===== src/rtl/imem_uart_loader_if.sv =====
// Instruction-memory write port bundle: word address, write data and a
// one-cycle write strobe. The loader drives it (master), the memory
// consumes it (slave).
interface imem_uart_loader_if #(
    parameter int ADDR_W = 7
);
    logic [ADDR_W-1:0] imem_address;
    logic [31:0]       imem_data;
    logic              imem_wren;

    modport master (
        output imem_address,
        output imem_data,
        output imem_wren
    );

    modport slave (
        input imem_address,
        input imem_data,
        input imem_wren
    );
endinterface


===== src/rtl/imem_uart_loader.sv =====
// UART 8N1 program loader for the instruction memory.
// Frame: 0xA5, count N (0 = 2^ADDR_W words), N little-endian 32-bit words,
// XOR checksum of all data bytes. Keeps the core in reset while loading and
// after any failed load; a clean load releases it.
module imem_uart_loader #(
    parameter int CLKS_PER_BIT   = 434,
    parameter int ADDR_W         = 7,
    parameter int TIMEOUT_CYCLES = 5000000
) (
    input  logic               clock,
    input  logic               reset,
    input  logic               uart_rx,
    imem_uart_loader_if.master imem,
    output logic               core_reset,
    output logic               load_done,
    output logic               load_error
);

    localparam int CNT_W   = $clog2(CLKS_PER_BIT + 1);
    localparam int TIMER_W = $clog2(TIMEOUT_CYCLES + 1);
    localparam logic [CNT_W-1:0]   BIT_LAST    = CNT_W'(CLKS_PER_BIT - 1);
    localparam logic [CNT_W-1:0]   HALF_LAST   = CNT_W'(CLKS_PER_BIT / 2 - 1);
    localparam logic [TIMER_W-1:0] TIMEOUT_MAX = TIMER_W'(TIMEOUT_CYCLES);
    localparam logic [7:0]         SYNC_BYTE   = 8'hA5;

    typedef enum logic [1:0] {RX_IDLE, RX_START, RX_DATA, RX_STOP} rx_state_t;
    typedef enum logic [2:0] {ST_SYNC, ST_COUNT, ST_DATA, ST_CHECK, ST_DONE, ST_ERROR} state_t;

    // Receiver
    logic            r_rx_p0, r_rx_p1, r_rx_prev;
    rx_state_t       r_rx_state, w_rx_next;
    logic [CNT_W-1:0] r_bit_cnt;
    logic [2:0]      r_bit_idx;
    logic [7:0]      r_shift;
    logic            w_byte_done, w_stop_ok, w_byte_good, w_frame_err;
    logic [7:0]      w_rx_byte;

    // Loader
    state_t            r_state, w_state_next;
    logic [ADDR_W-1:0] r_count, r_index, r_addr;
    logic [1:0]        r_byte_sel;
    logic [31:0]       r_word, r_data;
    logic [7:0]        r_csum;
    logic              r_wren, r_done, r_error;
    logic [TIMER_W-1:0] r_timer;
    logic              w_active, w_timeout, w_last_word;
    logic              w_clr_flags, w_set_done, w_set_error;
    logic              w_take_count, w_take_data, w_write_word;

    assign w_rx_byte   = r_shift;
    assign w_byte_good = w_byte_done && w_stop_ok;
    assign w_frame_err = w_byte_done && !w_stop_ok;
    assign w_active    = (r_state == ST_COUNT) || (r_state == ST_DATA) || (r_state == ST_CHECK);
    assign w_timeout   = w_active && !w_byte_done && (r_timer == TIMEOUT_MAX);
    // N = 0 stores as 0, so count-1 wraps to the last address and 2^ADDR_W words load.
    assign w_last_word = (r_index == (r_count - ADDR_W'(1)));

    // Two-flop synchronizer plus one delay flop for falling-edge detection; idle line is high.
    always_ff @(posedge clock) begin
        if (reset) begin
            r_rx_p0   <= 1'b1;
            r_rx_p1   <= 1'b1;
            r_rx_prev <= 1'b1;
        end else begin
            r_rx_p0   <= uart_rx;
            r_rx_p1   <= r_rx_p0;
            r_rx_prev <= r_rx_p1;
        end
    end

    // Receiver state register.
    always_ff @(posedge clock) begin
        if (reset) begin
            r_rx_state <= RX_IDLE;
        end else begin
            r_rx_state <= w_rx_next;
        end
    end

    // Receiver next state; w_byte_done pulses on the mid-stop-bit sample.
    always_comb begin
        w_rx_next   = r_rx_state;
        w_byte_done = 1'b0;
        w_stop_ok   = 1'b0;
        case (r_rx_state)
            RX_IDLE: begin
                if (r_rx_prev && !r_rx_p1) w_rx_next = RX_START;
            end
            RX_START: begin
                // Line back high at mid start bit means a glitch, not a start.
                if (r_bit_cnt == HALF_LAST) w_rx_next = r_rx_p1 ? RX_IDLE : RX_DATA;
            end
            RX_DATA: begin
                if (r_bit_cnt == BIT_LAST && r_bit_idx == 3'd7) w_rx_next = RX_STOP;
            end
            RX_STOP: begin
                if (r_bit_cnt == BIT_LAST) begin
                    w_rx_next   = RX_IDLE;
                    w_byte_done = 1'b1;
                    w_stop_ok   = r_rx_p1;
                end
            end
            default: w_rx_next = RX_IDLE;
        endcase
    end

    // Receiver bit timing and LSB-first shift register.
    always_ff @(posedge clock) begin
        if (reset) begin
            r_bit_cnt <= '0;
            r_bit_idx <= '0;
            r_shift   <= '0;
        end else begin
            case (r_rx_state)
                RX_IDLE: begin
                    r_bit_cnt <= '0;
                    r_bit_idx <= '0;
                end
                RX_START: begin
                    r_bit_cnt <= (r_bit_cnt == HALF_LAST) ? '0 : r_bit_cnt + CNT_W'(1);
                end
                RX_DATA: begin
                    if (r_bit_cnt == BIT_LAST) begin
                        r_bit_cnt <= '0;
                        r_bit_idx <= r_bit_idx + 3'd1;
                        r_shift   <= {r_rx_p1, r_shift[7:1]};
                    end else begin
                        r_bit_cnt <= r_bit_cnt + CNT_W'(1);
                    end
                end
                RX_STOP: begin
                    r_bit_cnt <= (r_bit_cnt == BIT_LAST) ? '0 : r_bit_cnt + CNT_W'(1);
                end
                default: r_bit_cnt <= '0;
            endcase
        end
    end

    // Loader state register.
    always_ff @(posedge clock) begin
        if (reset) begin
            r_state <= ST_SYNC;
        end else begin
            r_state <= w_state_next;
        end
    end

    // Loader next state and per-byte actions.
    always_comb begin
        w_state_next = r_state;
        w_clr_flags  = 1'b0;
        w_set_done   = 1'b0;
        w_set_error  = 1'b0;
        w_take_count = 1'b0;
        w_take_data  = 1'b0;
        w_write_word = 1'b0;
        case (r_state)
            ST_SYNC, ST_DONE, ST_ERROR: begin
                if (w_byte_good && w_rx_byte == SYNC_BYTE) begin
                    w_state_next = ST_COUNT;
                    w_clr_flags  = 1'b1;
                end
            end
            ST_COUNT: begin
                if (w_byte_good) begin
                    w_take_count = 1'b1;
                    w_state_next = ST_DATA;
                end
            end
            ST_DATA: begin
                if (w_byte_good) begin
                    w_take_data = 1'b1;
                    if (r_byte_sel == 2'd3) begin
                        w_write_word = 1'b1;
                        if (w_last_word) w_state_next = ST_CHECK;
                    end
                end
            end
            ST_CHECK: begin
                if (w_byte_good) begin
                    if (w_rx_byte == r_csum) begin
                        w_state_next = ST_DONE;
                        w_set_done   = 1'b1;
                    end else begin
                        w_state_next = ST_ERROR;
                        w_set_error  = 1'b1;
                    end
                end
            end
            default: w_state_next = ST_SYNC;
        endcase
        // Bad stop bit or a stalled sender aborts an active load.
        if (w_active && (w_frame_err || w_timeout)) begin
            w_state_next = ST_ERROR;
            w_set_error  = 1'b1;
        end
    end

    // Word assembly, checksum, memory write port, status flags and inter-byte timer.
    always_ff @(posedge clock) begin
        if (reset) begin
            r_count    <= '0;
            r_index    <= '0;
            r_byte_sel <= '0;
            r_word     <= '0;
            r_csum     <= '0;
            r_addr     <= '0;
            r_data     <= '0;
            r_wren     <= 1'b0;
            r_done     <= 1'b0;
            r_error    <= 1'b0;
            r_timer    <= '0;
        end else begin
            r_wren <= w_write_word;
            if (w_take_count) begin
                r_count    <= ADDR_W'(w_rx_byte);
                r_index    <= '0;
                r_csum     <= '0;
                r_byte_sel <= '0;
            end
            if (w_take_data) begin
                r_word     <= {w_rx_byte, r_word[31:8]};
                r_csum     <= r_csum ^ w_rx_byte;
                r_byte_sel <= r_byte_sel + 2'd1;
            end
            if (w_write_word) begin
                r_addr  <= r_index;
                r_data  <= {w_rx_byte, r_word[31:8]};
                r_index <= r_index + ADDR_W'(1);
            end
            if (w_clr_flags) begin
                r_done  <= 1'b0;
                r_error <= 1'b0;
            end
            if (w_set_done)  r_done  <= 1'b1;
            if (w_set_error) r_error <= 1'b1;
            if (w_byte_done) begin
                r_timer <= '0;
            end else if (r_timer != TIMEOUT_MAX) begin
                r_timer <= r_timer + TIMER_W'(1);
            end
        end
    end

    assign imem.imem_address = r_addr;
    assign imem.imem_data    = r_data;
    assign imem.imem_wren    = r_wren;
    assign load_done         = r_done;
    assign load_error        = r_error;
    assign core_reset        = reset | w_active | r_error;

endmodule

===== src/flat_wrapper.sv =====
// flat-port wrapper written by rule: the top's interface ports become plain ports
module imem_uart_loader_flat 
#(
    parameter int CLKS_PER_BIT   = 434,
    parameter int ADDR_W         = 7,
    parameter int TIMEOUT_CYCLES = 5000000
)
  (clock, reset, uart_rx, core_reset, load_done, load_error, imem_imem_address, imem_imem_data, imem_imem_wren);
  imem_uart_loader_if #(.ADDR_W(ADDR_W)) imem_i ();
  input  logic clock;
  input  logic reset;
  input  logic uart_rx;
  output logic core_reset;
  output logic load_done;
  output logic load_error;
  output wire logic [$bits(imem_i.imem_address)-1:0] imem_imem_address;
  output wire logic [$bits(imem_i.imem_data)-1:0] imem_imem_data;
  output wire logic [$bits(imem_i.imem_wren)-1:0] imem_imem_wren;
  assign imem_imem_address = imem_i.imem_address;
  assign imem_imem_data = imem_i.imem_data;
  assign imem_imem_wren = imem_i.imem_wren;
  imem_uart_loader #(.CLKS_PER_BIT(CLKS_PER_BIT), .ADDR_W(ADDR_W), .TIMEOUT_CYCLES(TIMEOUT_CYCLES)) u_core (.clock(clock), .reset(reset), .uart_rx(uart_rx), .imem(imem_i), .core_reset(core_reset), .load_done(load_done), .load_error(load_error));
endmodule

===== config.mk =====
export PLATFORM = sky130hd
export DESIGN_NAME = imem_uart_loader_flat
export DESIGN_NICKNAME = d
export VERILOG_FILES = /design/src/rtl/imem_uart_loader_if.sv /design/src/rtl/imem_uart_loader.sv /design/src/flat_wrapper.sv
export SDC_FILE = /design/constraint.sdc
export NUM_CORES = 1
export LEC_CHECK = 0
export ABC_AREA = 1
export CORE_MARGIN = 4
export CORE_UTILIZATION = 48
export DETAILED_ROUTE_END_ITERATION = 8
export GPL_TIMING_DRIVEN = 1
export PLACE_DENSITY_LB_ADDON = 0.15
export SYNTH_ARGS = -nofsm -noshare
export SYNTH_HDL_FRONTEND = slang
export SYNTH_SLANG_ARGS = --single-unit

===== constraint.sdc =====
create_clock -name clock -period 2.1 [get_ports clock]
set_input_delay 0.315 -clock clock [delete_from_list [all_inputs] [get_ports clock]]
set_output_delay 0.315 -clock clock [all_outputs]
set_load 0.03 [all_outputs]

==> results by group, run 1 <==
Routing
  – Vias post-DR: 5,282
  – Final WL: 13,680 um
  – Detail Route Antenna Nets: 0
  – Drt pass-1 iters: 5
  – WL/cell: 13.18 um
  – Initial drt markers: 361
  – Drt via density: 5.089
  – Residual DRC: 0

STA
  – Final setup TNS: 0 ns
  – Final Hold Fails: 0
  – Peak Freq: 523.8 MHz
  – Clock Skews: 0.009218 ns
  – Final number of setup-violating endpoints: 0
  – RSZ-0062 raised after global routing: no
  – Worst slew margin: 75.51%
  – Period minus WS final: 1.909 ns
  – Final period util: 90.91%
  – Final worst slack: 0.1910 ns
  – Pins over their slew limit: 0
  – Worst-margin pin slew: 0.3673 ns

Worst setup path
  – Crit path launch type: flop
  – Worst Path Max Fanout: 24
  – CP Capture Type: flop
  – Crit-path max cell delay: 0.31 ns
  – Slowest cell on crit path: dfxtp_1
  – Worst Path Arrival: 2.25 ns
  – Crit-path cells: inv_1, ha_1, nand2_1, nor2_1, nand2_1, inv_2, nand3_4, nor2_8, inv_4, nor2_8, inv_4, nor2_8, inv_4, o21ai_0
  – Crit path buffers/inverters: 5
  – Crit path max-delay family: simple AND/OR/NAND/NOR gates
  – Worst EP required: 2.44 ns
  – Crit Path Class: flop to flop

Clock tree
  – Clk Latency, worst-skew pair: 0.42 ns
  – # Post-CTS Setup Buffers: 0
  – Max Buffers Root-to-Sink: 2
  – CTS tree: built
  – Root Buffer: clkbuf_16
  – CTS buffer count: 17
  – Clock transition at path regs: 0.06 ns
  – H-Tree Depth: 4
  – Sink Count: 141

Placement
  – HPWL after detailed placement: 9547 um
  – Pre-CTS setup slack: 0.03398 ns
  – RePlAce Congestion: 0.8852
  – I/O Buffers: 45

Synthesis
  – Post-synth EDFFs: 0
  – Synthesis Warnings: 0
  – Area of the mapped netlist: 6068 um^2
  – Post-synthesis simple-gate area fraction: 22.08%
  – Main combinational cell family by area after synthesis: simple AND/OR/NAND/NOR gates
  – Mux contribution to synthesized area: 0%
  – Post-Syn Instances: 802
  – Synth top area share: 46.52%
  – Sequential area share after synthesis: 46.52%
  – Asr flop ratio synth: 0%
  – Largest cells by area after synthesis: dfxtp_1, nand2_1, a21oi_1
  – Post-synth net total: 815
  – Synthesized area per cell: 7.566 um^2
  – Synth Area in XOR/XNOR: 2.742%
  – Synthesized flop and latch total: 141
  – Main synth FF type: dfxtp_1
  – Distinct cells, synth: 32
  – Cell taking the most area after synthesis: dfxtp_1
  – Adder-cell area share of the yosys netlist: 2.062%
  – Post-synth top cells: dfxtp_1, nand2_1, inv_1, a21oi_1, o21ai_0
  – Most common cell in the netlist: dfxtp_1
  – Post-synthesis compound-gate area fraction: 17.63%

Global routing
  – Met2 usage: 30.11%
  – Routing usage on met3: 5.145%
  – GR peak layer: met2
  – GR Util met1: 24.79%
  – Pin count of the biggest net entering global routing: 83
  – Antenna violations before repair: 0
  – First-pass GRT wire length: 22,390 um
  – Grt total ovfl: 0
  – Gr usage total: 19.05%
  – Vias in the first global route: 4,820

Floorplan
  – Num ports: 46
  – Die ar.: 14,510 um^2
  – Site Rows: 40
  – Initial core utilization: 49.69%
  – Die height: 120.4 um
  – Core Area: 12,210 um^2
  – Die X: 120.4 um

Outcome
  – Status: finished clean

Final layout
  – Fin nets: 870
  – Final core occ: 60.26%
  – Share of cells above drive strength 1: 10.57%
  – Fillers: 1,152
  – Diode count: 0
  – Layout overhead on the synthesized area: 21.26%

Power
  – LEAKAGE: 0.002861 uW
  – Final total power: 5780 uW
  – Peak supply drop: 0.5283 mV
  – Pwr Density: 785.5 nW/um^2

Worst hold path
  – Tightest Hold Check Type: flop to flop

Flow run
  – Max_cap viols: 0
==> final timing paths <==
| kind | startpoint | slack [ns] | to | depth (start not counted) |
|---|---|---|---|---|
| worst min register to register | u_core.r_rx_p0 | 0.42 | u_core.r_rx_p1 | 1 |
| worst min-delay path | u_core.r_rx_p0 | 0.42 | u_core.r_rx_p1 | 1 |
| worst max register to register | u_core.r_bit_cnt[1] | 0.19 | u_core.imem.imem_data[31] | 14 |
| worst max-delay path | u_core.r_bit_cnt[1] | 0.19 | u_core.imem.imem_data[31] | 14 |
==> worst register-to-register path: stages, from the launching register on <==
cell	delay, ns
dfxtp_1	0.31
inv_1	0.09
ha_1	0.15
nand2_1	0.05
nor2_1	0.10
nand2_1	0.09
inv_2	0.10
nand3_4	0.12
nor2_8	0.14
inv_4	0.08
nor2_8	0.11
inv_4	0.07
nor2_8	0.11
inv_4	0.14
o21ai_0	0.18
==> timing repair <==
action / in CTS / in global routing
endpoints found under the setup margin: 0 / 61
resized for setup: 0 / 11
hold buffers: 0 / 0
==> cell families (layout without fill, tap and decap cells) <==
group / count (synthesis) / count (layout)
adder cells (fa/ha/maj): 10 / 10
AO/OA/AOI/OAI: 195 / 195
AND/OR/NAND/NOR: 299 / 299
buffers and inverters: 138 / 206
XOR/XNOR: 19 / 19
flip-flops: 141 / 141
==> layout by cell type, fill, tap and decap left out, types with 2 or more instances in the layout <==
cell	count
a211oi_1	2
a21oi_1	95
buf_12	2
buf_4	15
buf_6	3
clkbuf_16	17
clkdlybuf4s50_1	44
clkinv_2	2
clkinv_4	4
clkinvlp_4	6
dfxtp_1	140
ha_1	10
inv_1	104
inv_2	3
inv_4	3
nand2_1	130
nand3_1	59
nand3b_1	2
nand4_1	12
nor2_1	68
nor2_2	2
nor2_8	3
nor3_1	13
nor3_2	2
o21ai_0	71
o21ai_2	20
o31ai_1	2
or2_2	4
xnor2_1	5
xor2_1	14
==> final cells by class <==
type	count	area, um^2	share of cell area [%]
inverters	110	420.4	5.713
repair buffers	64	626.9	8.519
clock buffers	19	442.9	6.019
well taps	168	210.2	2.857
multi-input cells	523	2714	36.88
clock inverters	13	120.1	1.632
flip-flops and latches	141	2824	38.38
==> state kept, by name, indices dropped and copies added, names as in the netlist, 7 cells and up, named ones only <==
signal                    count
u_core.imem.imem_data        32
u_core.r_word                24
u_core.r_timer               23
u_core.r_bit_cnt              9
u_core.r_csum                 8
u_core.r_shift                8
u_core.imem.imem_address      7
u_core.r_count                7
u_core.r_index                7
==> metal layers <==
metal / vias up / wire [um]
met5: - / 0
met2: 118 / 6342
met3: 18 / 638
met1: 2424 / 6499
met4: 0 / 199
li1: 2722 / -
==> where the power goes <==
part | switching (uW) | internal, uW | leakage (uW)
Combinational | 175 | 77.1 | 0.00147
Clock | 1150 | 1660 | 0.000257
Sequential | 23.3 | 2700 | 0.00114
==> metrics by stage <==
step / hold slack (ns) / instance area [um^2] / std cells
2_1_floorplan: 0.3895 / 6068 / 802
3_3_place_gp: 0.4106 / 6768 / 1006
3_5_place_dp: 0.4181 / 6768 / 1006
4_1_cts: 0.4297 / 7331 / 1038
5_1_grt: 0.4458 / 7358 / 1038
6_report: 0.4229 / 7358 / 1038
Power figures use the tool's default switching activity.
==> run 2: changes to the inputs <==
Settings changed: PLACE_DENSITY from default to 0.78, PLACE_DENSITY_LB_ADDON 0.15 to default, SKIP_CTS_REPAIR_TIMING from default to 1.
==> run 2 against run 1 <==
Final cell count about the same. Critical path type unchanged. Register-to-register slack improved by 0.02 ns. Routed wire length decreased by 4.0%. Combinational power decreased by 4%.
==> results by group, run 2 (synthesis results as in run 1) <==
STA
  – Period minus WS final: 1.886 ns
  – Peak Freq: 530.2 MHz
  – Final setup TNS: 0 ns
  – RSZ-0062 raised after global routing: no
  – Final worst slack: 0.2140 ns
  – Final period util: 89.81%
  – Final Hold Fails: 0
  – Clock Skews: 0.006297 ns
  – Worst slew margin: 68.48%
  – Worst-margin pin slew: 0.4714 ns
  – Final number of setup-violating endpoints: 0
  – Pins over their slew limit: 0
  – Fin Hold WS: 0.4102 ns

Clock tree
  – Sink Count: 141
  – Clk Latency, worst-skew pair: 0.43 ns
  – Clock transition at path regs: 0.06 ns
  – CTS buffer count: 17
  – CTS tree: built
  – Root Buffer: clkbuf_16
  – Max Buffers Root-to-Sink: 2
  – H-Tree Depth: 4

Flow run
  – Max_cap viols: 0

Floorplan
  – Site Rows: 40
  – Die ar.: 14,510 um^2
  – Core Area: 12,210 um^2
  – Initial core utilization: 49.69%
  – Die height: 120.4 um
  – Die X: 120.4 um
  – Num ports: 46

Placement
  – HPWL after detailed placement: 8867 um
  – Area after DPL: 6763 um^2
  – I/O Buffers: 45
  – RePlAce Congestion: 0.9660
  – Pre-CTS setup slack: 0.02364 ns

Final layout
  – Fin nets: 871
  – Max reg flops: 32
  – Fillers: 1,078
  – Final instance area: 7345 um^2
  – Diode count: 0
  – Most common cell after layout, fill and taps aside: dfxtp_1
  – Layout overhead on the synthesized area: 21.03%
  – Share of cells above drive strength 1: 10.68%
  – Most frequent cells in the layout: dfxtp_1, nand2_1, inv_1
  – Final core occ: 60.14%

Worst setup path
  – Crit-path max cell delay: 0.39 ns
  – Crit path buffers/inverters: 3
  – Crit-path cells: ha_1, nand2_1, nor2_2, nand2_2, inv_2, nand3_4, nor2_8, buf_6, buf_12, o21ai_0, a21oi_1
  – Crit Path Class: flop to flop
  – Crit path launch type: flop
  – Worst Path Arrival: 2.24 ns
  – Worst EP required: 2.46 ns
  – Crit path max-delay family: simple AND/OR/NAND/NOR gates
  – Slowest cell on crit path: dfxtp_1
  – CP Capture Type: flop
  – Worst Path Max Fanout: 34

Routing
  – Drt pass-1 iters: 5
  – Initial drt markers: 462
  – Residual DRC: 0
  – WL/cell: 12.64 um
  – Vias post-DR: 5,203
  – Final WL: 13,130 um
  – Drt via density: 5.008
  – Detail Route Antenna Nets: 0

Global routing
  – First-pass GRT wire length: 22,490 um
  – Grt total ovfl: 0
  – Vias in the first global route: 4,912
  – Pin count of the biggest net entering global routing: 73
  – Gr usage total: 18.98%
  – Antenna violations before repair: 0

Power
  – Pwr Density: 771.6 nW/um^2
  – Peak supply drop: 0.5940 mV
  – LEAKAGE: 0.002851 uW

Worst hold path
  – Tightest Hold Check Type: flop to flop

Outcome
  – Status: finished clean
run 2: path summary, 6_finish.rpt:
kind	startpoint	to	slack, ns	cells after the start
setup / recovery	u_core.r_bit_cnt[0]	u_core.r_word[27]	0.21	11
hold / removal	u_core.r_rx_p0	u_core.r_rx_p1	0.41	1
setup reg to reg	u_core.r_bit_cnt[0]	u_core.r_word[27]	0.21	11
hold reg to reg	u_core.r_rx_p0	u_core.r_rx_p1	0.41	1
run 2: worst register-to-register path, stage by stage, from the launching register on:
cell	delay [ns]
dfxtp_1	0.39
ha_1	0.17
nand2_1	0.06
nor2_2	0.12
nand2_2	0.09
inv_2	0.10
nand3_4	0.11
nor2_8	0.12
buf_6	0.19
buf_12	0.20
o21ai_0	0.12
a21oi_1	0.15
run 2: area by class of cell:
type	instances	area (um^2)	share of cell area [%]
Clock inverter	11	88.84	1.210
Clock buffer	21	450.4	6.133
Timing Repair Buffer	65	634.4	8.637
Tap cell	168	210.2	2.862
Inverter	110	422.9	5.758
Multi-Input combinational cell	523	2714	36.95
Sequential cell	141	2824	38.45
run 2: stage by stage:
step           total power [uW]  cells
3_5_place_dp               3014   1007
6_report                   5667   1039
2_1_floorplan              2950    802
3_3_place_gp               3013   1007
4_1_cts                    5703   1039
5_1_grt                    5877   1039
run 2: metal layers:
| layer | global-route usage (%) | up-vias | share of wire [%] |
|---|---|---|---|
| met2 | 30.04 | 92 | 47 |
| li1 | - | 2734 | - |
| met4 | 8.003 | 0 | 2.3 |
| met5 | 0 | - | 0 |
| met3 | 5.145 | 21 | 4.1 |
| met1 | 24.46 | 2356 | 47 |
run 2: report_power, final:
part / switching [uW] / leakage, uW / internal [uW]
clock: 1160 / 0.000243 / 1550
sequential: 22.2 / 0.00114 / 2700
combinational: 168 / 0.00147 / 74.2
==> edit 1 (settings of run 2) <==
Encoding of `rx_state_t`: now Gray code (2 bits for 4 states).
--- a/src/rtl/imem_uart_loader.sv
+++ b/src/rtl/imem_uart_loader.sv
@@ -24,5 +24,5 @@
     localparam logic [7:0]         SYNC_BYTE   = 8'hA5;
 
-    typedef enum logic [1:0] {RX_IDLE, RX_START, RX_DATA, RX_STOP} rx_state_t;
+    typedef enum logic [1:0] {RX_IDLE = 2'b00, RX_START = 2'b01, RX_DATA = 2'b11, RX_STOP = 2'b10} rx_state_t;
     typedef enum logic [2:0] {ST_SYNC, ST_COUNT, ST_DATA, ST_CHECK, ST_DONE, ST_ERROR} state_t;
 
Function: same outputs for any inputs over 10 cycles, from zero or initial values and one cycle with reset high; not proved beyond that.
==> edit 1 against run 2 <==
Final area rose by 4.0%. Setup slack worse by 21 ps. Area after synthesis rose by 3.9%. Final cell count is 1.9% higher. Count of clock-buffer cells in the layout rose by 1. Sequential cell count unchanged. Routed wire length grew 7.0%. Power is 9.0% higher. Critical path type unchanged.
==> edit 1: results <==
group,metric,value,unit
cells_and_area,multi_input_area,2930,µm²
logic_synthesis,synth_compound_area_frac,0.1707,
routing,wl_met2,6.846,mm
cells_and_area,drive_gt1_frac,0.1229,
status,outcome,"complete, no violations",
logic_synthesis,netlist_instances,826,
worst_setup_path,cp_max_fo,24,
global_routing,use_met2,0.3212,
cells_and_area,signal_buffers,55,
cells_and_area,final-clk-cell-share,0.08634,
logic_synthesis,synth_area_leaders,"dfxtp_1 (45%), nand2_1 (9.0%), a21oi_1 (7.0%)",
logic_synthesis,synthXorXnorAreaFrac,0.02778,
power_and_ir_drop,ir_drop,0.0005574,V
place,hpwl,9.329,mm
cells_and_area,buffer_area_frac,0.07569,
place,placed_cells,1027,
routing,wl_per_cell,13.27,µm
cells_and_area,nFlopsAndLatches,141,
cells_and_area,clock_buffers,22,
routing,wl_met1,6.389,mm
cells_and_area,final_cells,1059,
global_routing,grt_max_degree,78,
global_routing,grt_use_met1,0.2441,
global_routing,use_met3,0.05300,
routing,routed-wl-met3,578,µm
cells_and_area,inverters_excl_clock,115,
timing,fin_skew,8.164,ps
logic_synthesis,ys_top_cells_by_count,"nand2_1 (151), dfxtp_1 (141), inv_1 (107)",
place,pre_cts_slack,120.2,ps
global_routing,grt_pass1_vias,5092,
cells_and_area,multi_input_comb_cells,544,
==> edit 1: cell types whose count changed after synthesis, sizes merged, moves of 3 or more <==
| cell | run 2 | this run |
|---|---|---|
| inv | 110 | 114 |
| nand2 | 131 | 156 |
| nand3 | 60 | 57 |
| nor2 | 74 | 67 |
| or2 | 4 | 8 |
| xnor2 | 5 | 12 |
| xor2 | 14 | 8 |
==> edit 1: logic make-up (layout without fill, tap and decap cells) <==
group                      after synthesis  count (layout)
DFF                                    141             141
xor gates and xnor gates                20              20
adders and majority gates               10              10
buffers and inverters                  141             202
and+or+nand+nor                        323             323
AOI/OAI and AO/OA                      191             191
==> edit 1: where the power goes <==
part,switching [mW],internal (mW),total (mW)
sequential,0.0200,2.69,2.71
clock,1.12,2.20,3.32
combinational,0.102,0.0475,0.149
==> edit 1: critical path: stages (launching register included) <==
cell	delay, ps
dfxtp_1	310
inv_1	90
ha_1	170
nand2_1	90
nor2_4	160
nand4_4	170
nor2_2	170
nand2_4	100
nor2_4	150
inv_2	60
buf_12	170
o21ai_0	170
==> edit 2 (flow settings as in run 2) <==
Without the edit above. `ADDR_W` is set to 7 in 3 places; all go to 8.
--- a/src/rtl/imem_uart_loader_if.sv
+++ b/src/rtl/imem_uart_loader_if.sv
@@ -3,5 +3,5 @@
 // consumes it (slave).
 interface imem_uart_loader_if #(
-    parameter int ADDR_W = 7
+    parameter int ADDR_W = 8
 );
     logic [ADDR_W-1:0] imem_address;
--- a/src/rtl/imem_uart_loader.sv
+++ b/src/rtl/imem_uart_loader.sv
@@ -5,5 +5,5 @@
 module imem_uart_loader #(
     parameter int CLKS_PER_BIT   = 434,
-    parameter int ADDR_W         = 7,
+    parameter int ADDR_W         = 8,
     parameter int TIMEOUT_CYCLES = 5000000
 ) (
--- a/src/flat_wrapper.sv
+++ b/src/flat_wrapper.sv
@@ -3,5 +3,5 @@
 #(
     parameter int CLKS_PER_BIT   = 434,
-    parameter int ADDR_W         = 7,
+    parameter int ADDR_W         = 8,
     parameter int TIMEOUT_CYCLES = 5000000
 )
Ports: changed (resized imem_imem_address); port bits go from 46 to 47. No check against the original RTL was run, so the function may have changed too.
==> edit 2 against run 2 <==
Area after synthesis fell by 0.33%. Final area about the same. Maximum frequency down 1.1%. Highest routed layer unchanged. Routed wire length increased by 5.3%. Sequential cell count increased by 3. Global-route usage grew 0.99 points. Setup slack got worse by 22 ps. Combinational power down 6%. Synthesized cell count fell by 0.12%. Power is 9.7% higher. Sequential power grew 2%.
==> edit 2: results <==
group,metric,value,unit
status,outcome,"complete, no violations",
timing,period_needed,1908,ps
logic_synthesis,synth-seq-cells,144,
logic_synthesis,syn_nets,814,
cells_and_area,largest_reg_flops,32,
worst_setup_path,cp-startpoint,"u_core.r_bit_cnt[1]",
routing,wl_met1,6.589,mm
power_and_ir_drop,p_leak,2.798,nW
routing,wl_met2,6.384,mm
timing,fin_skew,5.132,ps
place,placed_cells,998,
worst_setup_path,crit_family,"simple AND/OR/NAND/NOR gates",
routing,routed-wl-met3,614,µm
logic_synthesis,ys_top_cells_by_count,"dfxtp_1 (144), nand2_1 (117), inv_1 (102)",
logic_synthesis,async_flop_share,0,
power_and_ir_drop,ir_drop,0.0005573,V
worst_hold_path,hold_path.class,"reg2reg",
routing,vias_per_cell,5.114,
place,portBuffers,46,
logic_synthesis,yosysSeqAreaShare,0.4766,
clock_network,cts.clk_slew.worst_paths,60,ps
logic_synthesis,synth_area_leaders,"dfxtp_1 (48%), a21oi_1 (7.9%), nand2_1 (7.3%)",
global_routing,grt_max_degree,42,
cells_and_area,final_nets,864,
place,routabilityCongestion,0.8658,
worst_setup_path,critPathMaxStageDelay,310,ps
cells_and_area,n_fill_cell,1066,
routing,drt_first_iter_violations,413,
global_routing,track_usage,0.1997,
worst_setup_path,worstPathArrival,2220,ps
clock_network,cts_buffers,17,
routing,routed_wl,13.82,mm
global_routing,grt_pass1_vias,5119,
logic_synthesis,synth.distinct_cells,36,
routing,first_pass_iters,5,
global_routing,antenna_found_initial,0,
routing,wl_per_cell,13.39,µm
timing,tightest_slew,525.2,ps
worst_setup_path,cp_max_fo,8,
logic_synthesis,netlist_instances,801,
cells_and_area,drive_gt1_frac,0.08102,
clock_network,cts.htree.levels,4,
global_routing,grt_first_pass_wirelength,23.67,mm
place,hpwl,9.156,mm
worst_hold_path,min_from,"u_core.r_rx_p0",
## edit 2: final cells by class
cell class	count	area share
clock buffer	20	0.06078
clock inverter	12	0.02469
inverter	103	0.05277
multi-input combinational	524	0.3613
sequential	144	0.3922
tap	168	0.02860
timing repair buffer	61	0.07967
## edit 2: power breakdown
group          total [mW]  switching, mW  internal (mW)
Sequential           2.77         0.0204           2.75
Clock                3.22           1.19           2.03
Combinational       0.228          0.158         0.0700
## edit 2: worst reg2reg max path, delay by kind of cell (launching register included)
kind                       cells  cell delay, ps
and+or+nand+nor                9             970
buffers and inverters          4             370
DFF                            1             310
adders and majority gates      1             140
## edit 2: layer usage
layer,global-route usage,vias to the layer above
met1,0.2643,2418
met4,0.06799,0
met3,0.05472,23
met5,0,-
li1,-,2728
met2,0.3165,109
## edit 2: worst paths after layout
check,to,slack [ps],cells past startpoint
worst min-delay path,u_core.r_rx_p1,430,1
worst min register to register,u_core.r_rx_p1,430,1
worst max-delay path,u_core.r_index[7],190,14
worst max register to register,u_core.r_index[7],190,14
## edit 2: per-stage QoR
step	setup slack [ps]	util	instance area, µm²	total power, mW	setup TNS [ps]
5_1_grt	-9.313	0.6043	7350	6.406	-9.313
3_5_place_dp	83.75	0.5488	6674	3.049	0
6_report	192.2	0.6043	7350	6.218	0
2_1_floorplan	434.7	-	6048	2.992	0
3_3_place_gp	131.6	0.5488	6674	3.048	0
4_1_cts	48.59	0.6004	7302	6.241	0
## edit 2: logic make-up after synthesis
logic type,share of synthesized area
adder cells (fa/ha/maj),0.02069
buffers and inverters,0.08730
flip-flops,0.4766
AND/OR/NAND/NOR,0.2216
AO/OA/AOI/OAI,0.1692
XOR/XNOR,0.02462
